**src/rtl/spi_bus_arbiter_if.sv**
```systemverilog
// spi_bus_arbiter_if: bundles the requester-side and board-side SPI signals of the arbiter
interface spi_bus_arbiter_if #(
  parameter int N_REQ = 3
);
  localparam int OW = $clog2(N_REQ);
  logic [N_REQ-1:0] req;
  logic [N_REQ-1:0] grant;
  logic [N_REQ-1:0] other_busy;
  logic [N_REQ-1:0] req_sclk;
  logic [N_REQ-1:0] req_mosi;
  logic [N_REQ-1:0] req_csn;
  logic [N_REQ-1:0] timeout_err;
  logic [OW-1:0]    owner;
  logic             sclk;
  logic             mosi;
  logic             CSn;
  logic             clr_err;
  modport master (
    output req, req_sclk, req_mosi, req_csn, clr_err,
    input  grant, other_busy, sclk, mosi, CSn, owner, timeout_err
  );
  modport slave (
    input  req, req_sclk, req_mosi, req_csn, clr_err,
    output grant, other_busy, sclk, mosi, CSn, owner, timeout_err
  );
endinterface

```
**src/rtl/spi_bus_arbiter.sv**
```systemverilog
// spi_bus_arbiter: round-robin owner of a shared SPI bus with CSn guard gap and hold watchdog
module spi_bus_arbiter #(
  parameter int N_REQ      = 3,
  parameter int GAP_CYCLES = 2,
  parameter int MAX_HOLD   = 255
) (
  input logic              clk,
  input logic              rstn,
  spi_bus_arbiter_if.slave bus
);
  localparam int OW = $clog2(N_REQ);
  localparam int HW = $clog2(MAX_HOLD + 1);
  localparam int GW = $clog2(GAP_CYCLES + 1);
  typedef enum logic [1:0] {IDLE, GRANT, GAP} state_t;
  state_t           state;
  logic [N_REQ-1:0] grant;
  logic [N_REQ-1:0] lockout;
  logic [N_REQ-1:0] timeout_err;
  logic [N_REQ-1:0] eligible;
  logic [N_REQ-1:0] tmo_vec;
  logic [OW-1:0]    owner;
  logic [OW-1:0]    sel;
  logic [OW-1:0]    j;
  logic [HW-1:0]    hold_cnt;
  logic [GW-1:0]    gap_cnt;
  logic             tmo;
  assign eligible = bus.req & ~lockout;
  assign tmo      = state == GRANT && bus.req[owner] && hold_cnt == HW'(MAX_HOLD);
  assign tmo_vec  = tmo ? N_REQ'(1) << owner : '0;
  assign bus.grant       = grant;
  assign bus.other_busy  = ~grant;
  assign bus.owner       = owner;
  assign bus.timeout_err = timeout_err;
  assign bus.sclk        = |(bus.req_sclk & grant);
  assign bus.mosi        = |(bus.req_mosi & grant);
  assign bus.CSn         = ~|(~bus.req_csn & grant);
  // round-robin pick: scan from farthest to nearest after owner so the nearest eligible wins
  always_comb begin
    sel = owner;
    j   = owner;
    for (int k = N_REQ; k > 0; k--) begin
      j   = OW'((int'(owner) + k) % N_REQ);
      sel = eligible[j] ? j : sel;
    end
  end
  // arbitration FSM: grant, hold watchdog, guard gap, sticky errors and lockout
  always_ff @(posedge clk) begin
    if (!rstn) begin
      state       <= IDLE;
      grant       <= '0;
      owner       <= OW'(N_REQ - 1);
      hold_cnt    <= '0;
      gap_cnt     <= '0;
      timeout_err <= '0;
      lockout     <= '0;
    end else begin
      lockout     <= (lockout & bus.req) | tmo_vec;
      timeout_err <= (bus.clr_err ? '0 : timeout_err) | tmo_vec;
      case (state)
        IDLE: if (|eligible) begin
          grant    <= N_REQ'(1) << sel;
          owner    <= sel;
          hold_cnt <= '0;
          state    <= GRANT;
        end
        GRANT: if (!bus.req[owner] || tmo) begin
          grant   <= '0;
          gap_cnt <= '0;
          state   <= GAP;
        end else begin
          hold_cnt <= hold_cnt == HW'(MAX_HOLD) ? hold_cnt : hold_cnt + 1'b1;
        end
        GAP: begin
          gap_cnt <= gap_cnt + 1'b1;
          state   <= gap_cnt == GW'(GAP_CYCLES - 1) ? IDLE : GAP;
        end
        default: state <= IDLE;
      endcase
    end
  end
endmodule

```
**src/flat_wrapper.sv**
```systemverilog
// flat-port wrapper written by rule: the top's interface ports become plain ports
module spi_bus_arbiter_flat 
#(
  parameter int N_REQ      = 3,
  parameter int GAP_CYCLES = 2,
  parameter int MAX_HOLD   = 255
)
  (clk, rstn, bus_req, bus_req_sclk, bus_req_mosi, bus_req_csn, bus_clr_err, bus_grant, bus_other_busy, bus_sclk, bus_mosi, bus_CSn, bus_owner, bus_timeout_err);
  spi_bus_arbiter_if #(.N_REQ(N_REQ)) bus_i ();
  input logic clk;
  input logic rstn;
  input wire logic [$bits(bus_i.req)-1:0] bus_req;
  input wire logic [$bits(bus_i.req_sclk)-1:0] bus_req_sclk;
  input wire logic [$bits(bus_i.req_mosi)-1:0] bus_req_mosi;
  input wire logic [$bits(bus_i.req_csn)-1:0] bus_req_csn;
  input wire logic [$bits(bus_i.clr_err)-1:0] bus_clr_err;
  output wire logic [$bits(bus_i.grant)-1:0] bus_grant;
  output wire logic [$bits(bus_i.other_busy)-1:0] bus_other_busy;
  output wire logic [$bits(bus_i.sclk)-1:0] bus_sclk;
  output wire logic [$bits(bus_i.mosi)-1:0] bus_mosi;
  output wire logic [$bits(bus_i.CSn)-1:0] bus_CSn;
  output wire logic [$bits(bus_i.owner)-1:0] bus_owner;
  output wire logic [$bits(bus_i.timeout_err)-1:0] bus_timeout_err;
  assign bus_i.req = bus_req;
  assign bus_i.req_sclk = bus_req_sclk;
  assign bus_i.req_mosi = bus_req_mosi;
  assign bus_i.req_csn = bus_req_csn;
  assign bus_i.clr_err = bus_clr_err;
  assign bus_grant = bus_i.grant;
  assign bus_other_busy = bus_i.other_busy;
  assign bus_sclk = bus_i.sclk;
  assign bus_mosi = bus_i.mosi;
  assign bus_CSn = bus_i.CSn;
  assign bus_owner = bus_i.owner;
  assign bus_timeout_err = bus_i.timeout_err;
  spi_bus_arbiter #(.N_REQ(N_REQ), .GAP_CYCLES(GAP_CYCLES), .MAX_HOLD(MAX_HOLD)) u_core (.clk(clk), .rstn(rstn), .bus(bus_i));
endmodule
```
**config.mk**
```make
export PLATFORM = sky130hd
export DESIGN_NAME = spi_bus_arbiter_flat
export DESIGN_NICKNAME = d
export VERILOG_FILES = /design/src/rtl/spi_bus_arbiter_if.sv /design/src/rtl/spi_bus_arbiter.sv /design/src/flat_wrapper.sv
export SDC_FILE = /design/constraint.sdc
export NUM_CORES = 1
export LEC_CHECK = 0
export ABC_AREA = 1
export BUFFER_PORTS_ARGS = -buffer_cell sky130_fd_sc_hd__clkbuf_2
export CORE_MARGIN = 2
export CORE_UTILIZATION = 58
export DETAILED_ROUTE_END_ITERATION = 6
export PLACE_DENSITY = 0.84
export SLEW_MARGIN = 20
export SYNTH_ARGS = -nofsm -noshare
export SYNTH_HDL_FRONTEND = slang
export SYNTH_SLANG_ARGS = --single-unit
```
**constraint.sdc**
```tcl
create_clock -name clk -period 2.6 [get_ports clk]
set_input_delay 0.13 -clock clk [delete_from_list [all_inputs] [get_ports clk]]
set_output_delay 0.13 -clock clk [all_outputs]
set_load 0.05 [all_outputs]
```
==> results of run 1 <==
## area by class of cell
type                       count  area share, %
inverter                      28          7.012
tap                           28          2.231
sequential                    23          29.32
timing repair buffer          28          8.924
multi-input combinational    156          50.84
clock buffer                   4          1.673
## worst reg2reg max path: stages, from the launching register on
cell and delay (ps):
dfxtp_1 460, inv_1 150, ha_1 390, inv_1 100
nand2_1 50, nor2_1 110, a21oi_1 60, nand3_1 80
nand2_1 50, nand2_1 120, nor2_1 60, nor2_1 90
nor2_1 40
## routing by layer
metal  vias to the layer above  track usage (%)
li1                        729                -
met1                       596            28.65
met2                        16            34.79
met3                         4            3.429
met4                         0            8.974
met5                         -                0
## stage by stage
stage / cell area [um2] / hold WS, ps / worst slack, ps / std cells
after floorplan: 1373 / 247.5 / 530.8 / 208
after global placement: 1544 / 413.9 / 758.8 / 263
after detailed placement: 1544 / 417.8 / 764.8 / 263
after CTS: 1570 / 75.86 / 737.9 / 267
after global routing: 1570 / 75.10 / 512.4 / 267
final: 1570 / 87.78 / 734.0 / 267
## report_power, final
| part | switching (mW) | total [mW] | internal (mW) | leakage (nW) |
|---|---|---|---|---|
| registers | 0.0552 | 0.452 | 0.397 | 0.187 |
| logic | 0.584 | 0.814 | 0.231 | 0.565 |
| clock network | 0.103 | 0.163 | 0.0599 | 0.0150 |
| total | 0.741 | 1.43 | 0.688 | 0.767 |
## synth_stat cells
| cell type | count |
|---|---|
| nand3b_4 | 1 |
| o21a_1 | 1 |
| o21ai_0 | 4 |
| o21ai_1 | 3 |
| clkbuf_1 | 1 |
| xor2_1 | 4 |
| nor2_4 | 1 |
| nand3_1 | 23 |
| nand4_1 | 1 |
| inv_2 | 4 |
| nand3b_1 | 1 |
| nand2_2 | 1 |
| ha_1 | 7 |
| nand2_1 | 56 |
| o22ai_1 | 1 |
| a21oi_2 | 1 |
| nor2_1 | 26 |
| dfxtp_1 | 23 |
| inv_1 | 21 |
| nor2_2 | 1 |
| a21oi_1 | 20 |
| xnor2_1 | 1 |
| clkinv_1 | 2 |
| nand2_4 | 1 |
| clkinv_4 | 1 |
| nand3_2 | 1 |
| o211ai_1 | 1 |
## kinds of logic after synthesis
kind of cell | Yosys count
DFF | 23
AOI/OAI and AO/OA | 31
xor gates and xnor gates | 5
buffers and inverters | 29
and+or+nand+nor | 113
adders and majority gates | 7
## how the worst max path moves through the flow
stage | end | cells after the start
2_1_floorplan | u_core.bus.grant[0] | 12
3_3_place_gp | u_core.bus.grant[0] | 12
3_5_place_dp | u_core.bus.grant[0] | 12
4_1_cts | u_core.bus.grant[0] | 12
5_1_grt | u_core.bus.grant[0] | 12
6_report | u_core.bus.grant[1] | 12
## state kept, by name, indices dropped and copies added (netlist names)
name                    count
u_core.bus.grant            3
u_core.state                2
u_core.gap_cnt              2
u_core.bus.timeout_err      3
u_core.bus.owner            2
u_core.lockout              3
u_core.hold_cnt             8
==> results.md, run 1 <==
* Max_cap viols at 0
* WL met1 at 1296 um
* 1st-pass router iterations at 4
* Largest family of logic cells by synthesized area: simple AND/OR/NAND/NOR gates
* Adder-Cell Fraction of Synth Area at 6.381%
* Via/cell ratio at 5.037
* Initial antenna violation count at 0
* CP arrival at 2070 ps
* Reg2reg setup slack at 730 ps
* Overall Global Routing Usage at 21.67%
* Hold path start: bus_req[2]
* # nets final at 262
* CTS Buf Count at 3
* Seq/Total Area, Yosys at 33.55%
* Total Power at 1.429 mW
* Slew headroom at 68.53%
* Status: complete, no violations
* Synth top area share at 33.55%
* XOR/XNOR share of the synthesized area at 3.191%
* Post-synthesis mux area share at 0%
* H-tree depth at 1
* Peak supply drop at 507.1 uV
* Hold Path Class: primary input to register
* Cts hold-fix bufs at 0
* Cells along the critical path: inv_1 -> ha_1 -> inv_1 -> nand2_1 -> nor2_1 -> a21oi_1 -> nand3_1 -> nand2_1 -> nand2_1 -> nor2_1 -> nor2_1 -> nor2_1
* Fin crit period at 1866 ps
* Static Leak at 0.7671 nW
* Die width at 52.65 um
* Hold path cells at 3
* CTS root buffer: clkbuf_4
* Reg2reg end: u_core.bus.grant[1]
* Clock net sink count at 23
* Crit end category: register
* Initial core utilization at 61.46%
* Top sig layer: met4
* Filler instances at 216
* Final core utilization at 70.31%
* Yosys cell types at 27
* Total grt overflow at 0
* Clock skew at 2.101 ps
* Die footprint at 2772 um2
* Synthesis Warnings at 0
* Setup TNS at 0 ps
* WP data required at 2800 ps
* RePlAce Congestion at 0.7896
* First-pass GRT wire length at 4505 um
* Row cnt at 17
* FF+latch area at 460.4 um2
* Area of the multi-input gates at 798.3 um2
* I/O Buffers at 28
* Max Clock Freq at 535.9 MHz
* Final Cycle Share at 71.77%
* Worst r2r src: u_core.bus.owner[0]
* Critical path's most frequent cell: nor2_1
* WP buf/inv at 2
* Routed Antenna Nets at 0
* Placeable Area at 2233 um2
* Io pins at 29
* Drt wl/cell at 10.06 um
* Post-synthesis cell area at 1373 um2
* Dominant cells by area after synthesis: dfxtp_1, nand2_1, nand3_1
* Top Family by Delay on Critical Path: simple AND/OR/NAND/NOR gates
* Final wirelength at 2686 um
* Slowest stage delay, CP at 460 ps
* Final setup violation count at 0
* Synth Register Bits at 23
* R2r worst-path depth at 12
* Mapped Cells at 208
* Share of layout cells above drive strength 1 at 17.99%
* Die Y at 52.65 um
* Avg Cell Area, Syn at 6.599 um2
* N_diodes at 0
* Clk pin slew, worst setup/hold paths at 120 ps
* Slowest CP cell: dfxtp_1
* Pwr/cell area at 910.0 nW/um2
* Critical path peak fanout at 7
* RSZ-0062 raised after global routing: no
* Post-synthesis simple-gate area fraction at 36.55%
* Worst Hold Path EP: u_core.lockout[2]
* DRT iter0 DRCs at 19
* Post-synth top area cell: dfxtp_1
* Worst Setup SP: u_core.bus.owner[0]
* Fin. max-slew vios at 0
* Clock tree from TritonCTS: built
* Most common cell after layout, fill and taps aside: nand2_1
* Post-CTS Resized at 0
* Metal3 WL at 66 um
* Most frequent cells in the layout: nand2_1, clkbuf_2, nor2_1
* Largest net degree at the start of global routing at 18
* Vias in the first global route at 1079
* Post-synthesis net count at 230
* Clock Path Buffers at 2
* Setup crit start kind: register
* Final hold violation count at 0
* Post-CTS setup buffers at 0
* Met2 WL post-DR at 1292 um
* HPWL reported at the end of detailed placement at 2144 um
* Synth Area in Compound Gates at 12.03%
* Clock Latency Late Sink at 310 ps
* Via count at 1345
* Worst Max-Slew Pin Slew at 469.1 ps
* Area grow syn2layout at 14.40%
* WS Path Type: register to register
* DR DRC count at 0
Power figures use the tool's default switching activity.
==> run 2: changes to the inputs <==
Settings changed: CORE_UTILIZATION 58 to 48, PLACE_DENSITY 0.84 to 0.74.
Clock period 2.6 ns to 1.64 ns, I/O delays scaled along.
==> run 2 against run 1 <==
The run now ends with setup timing left. Clock-buffer cell count is 1 lower. First-iteration DRC count rose to 3.9 times the previous value. Cell count increased by 6.4%. Global-route usage fell by 2.1 points. Design area rose by 12%. Die area is 19% higher. Clock power is 61% higher. Sequential power rose by 55%. Critical path depth down 1. Clock skew grew 7.9 ps. Critical endpoint is now u_core.bus.grant[2]. Largest cell class unchanged.
==> results.md, run 2 (synthesized netlist as in run 1, its figures left out) <==
* Top reg by flops: u_core.hold_cnt
* Initial core utilization at 50.21% (-11 points)
* Clock skew at 10.02 ps (+7.915 ps)
* Placeable Area at 2734 um2 (+22%)
* Pre-CTS setup slack at -16.87 ps (-781.7 ps)
* Area grow syn2layout at 27.62%
* CTS Buf Count at 3 (unchanged)
* Overall Global Routing Usage at 19.59% (-2.1 points)
* Worst r2r src: u_core.bus.owner[0]
* Total grt overflow at 0 (unchanged)
* Slew headroom at 81.07% (+13 points)
* Worst Hold Path EP: u_core.bus.timeout_err[1]
* # nets final at 276 (+5.3%)
* Final setup violation count at 3 (+3)
* Clock Latency Late Sink at 320 ps (about the same)
* Critical path peak fanout at 5 (-2)
* RePlAce Congestion at 0.9623 (+22%)
* HPWL reported at the end of detailed placement at 2306 um (+7.5%)
* Largest register FFs at 8 (unchanged)
* DR DRC count at 0 (unchanged)
* Largest net degree at the start of global routing at 14 (-4)
* I/O Buffers at 28 (unchanged)
* Clock Path Buffers at 2 (unchanged)
* Failing checks: setup timing
* Clk pin slew, worst setup/hold paths at 130 ps (about the same)
* Via/cell ratio at 5.035 (about the same)
* Fin crit period at 1685 ps (-181.1 ps)
* Cts hold-fix bufs at 0 (unchanged)
* WP data required at 1900 ps (-900 ps)
* Static Leak at 0.8398 nW (+9.5%)
* Max_cap viols at 0 (unchanged)
* Status: complete, but fails checks
* Initial antenna violation count at 0 (unchanged)
* Fin. max-slew vios at 0 (unchanged)
* CP arrival at 1940 ps (-130 ps)
* H-tree depth at 1 (unchanged)
* CTS root buffer: clkbuf_4
* Hold path start: bus_clr_err
* Hold Path Class: primary input to register
* Die footprint at 3303 um2 (+19%)
* Row cnt at 19 (+2)
* Via count at 1430 (+6.3%)
* N_diodes at 0 (unchanged)
* Die Y at 57.48 um (+9.2%)
* Filler instances at 259 (+20%)
* 1st-pass router iterations at 4 (unchanged)
* WS Path Type: register to register
* Total Power at 2.675 mW (+87%)
* Vias in the first global route at 1281 (+19%)
* Max Clock Freq at 593.5 MHz (+11%)
* Crit end category: register
* Clock net sink count at 23 (unchanged)
* Die width at 57.48 um (+9.2%)
* Reg2reg setup slack at -40 ps (-780 ps)
* Io pins at 29 (unchanged)
* First-pass GRT wire length at 5181 um (+15%)
* Final Cycle Share at 102.7% (+31 points)
* Final wirelength at 3212 um (+20%)
* Pwr/cell area at 1527 nW/um2 (+68%)
* Final critical-path setup slack at -44.93 ps (-778.9 ps)
* Hold path cells at 4 (+1)
* Reg2reg end: u_core.bus.grant[2]
* Met1 Track Usage GR at 24.26% (-4.4 points)
* R2r worst-path depth at 11 (-1)
* Final hold violation count at 0 (unchanged)
* Final core utilization at 64.07% (-6.2 points)
* Routed Antenna Nets at 0 (unchanged)
* Met2 usage in global routing at 34.90% (+0.11 points)
* Most common cell after layout, fill and taps aside: nand2_1
* RSZ-0062 raised after global routing: yes
* Most frequent cells in the layout: nand2_1, clkbuf_2, nor2_1
* Clock tree from TritonCTS: built
* DRT iter0 DRCs at 74 (+55)
* Gr busiest metal: met2
* Drt wl/cell at 11.31 um (+12%)
* Share of layout cells above drive strength 1 at 32.02% (+14 points)
* Peak supply drop at 1201 uV (+140%)
* Worst Max-Slew Pin Slew at 285.1 ps (-184.0 ps)
* Setup crit start kind: register
* Met3 Resource Use GR at 2.041% (-1.4 points)
run 2: where the power goes:
part	total [mW]	internal [mW]	switching, mW
Sequential	0.701	0.640	0.0609
Clock	0.263	0.0912	0.172
Combinational	1.71	0.585	1.13
Total	2.67	1.32	1.36
run 2: area by class of cell:
type,instances,area (um2),share of cell area [%]
repair buffers,42,249.0,14.21
clock buffers,3,22.52,1.286
flip-flops and latches,23,467.9,26.71
well taps,31,38.79,2.214
clock inverters,1,5.005,0.2857
multi-input cells,156,854.6,48.79
inverters,28,113.9,6.500
run 2: timing repair:
action	CTS	global route
endpoints found under the setup margin	4	6
gates resized for setup	7	13
buffers inserted	4	0
pin swaps	5	4
run 2: worst max path at each step:
stage	start	end	cells past startpoint
3_5_place_dp	u_core.bus.owner[0]	u_core.bus.grant[1]	13
5_1_grt	u_core.bus.owner[0]	u_core.bus.grant[1]	12
3_3_place_gp	u_core.bus.owner[0]	u_core.bus.grant[0]	13
6_report	u_core.bus.owner[0]	u_core.bus.grant[2]	11
4_1_cts	u_core.bus.owner[0]	u_core.bus.grant[1]	12
2_1_floorplan	u_core.bus.owner[0]	u_core.bus.grant[0]	12
run 2: critical path, stage by stage (launching register included):
cell and delay (ps):
dfxtp_4 380, buf_4 150, ha_1 250, inv_2 100, nand2_1 80, nand2_1 110, nand3_1 90, nand3_1 80
nand2_1 60, nand2_2 100, nand3_1 90, a21oi_1 140
run 2: metrics by stage:
step / hold WS [ps] / area (um2) / std cells / setup TNS (ps)
final: 40.18 / 1752 / 284 / -73.53
after floorplan: 199.5 / 1395 / 208 / 0
after global routing: 52.90 / 1752 / 284 / -610.6
after detailed placement: 371.8 / 1645 / 276 / -32.11
after CTS: 16.37 / 1718 / 284 / -1.951
after global placement: 366.9 / 1645 / 276 / -1.363
run 2: metal layers:
metal	up-vias	part of all wire [%]	routed length, um
li1	757	-	-
met1	638	46	1467
met2	28	49	1587
met3	7	2.9	93
met4	0	2.0	64
met5	-	0	0
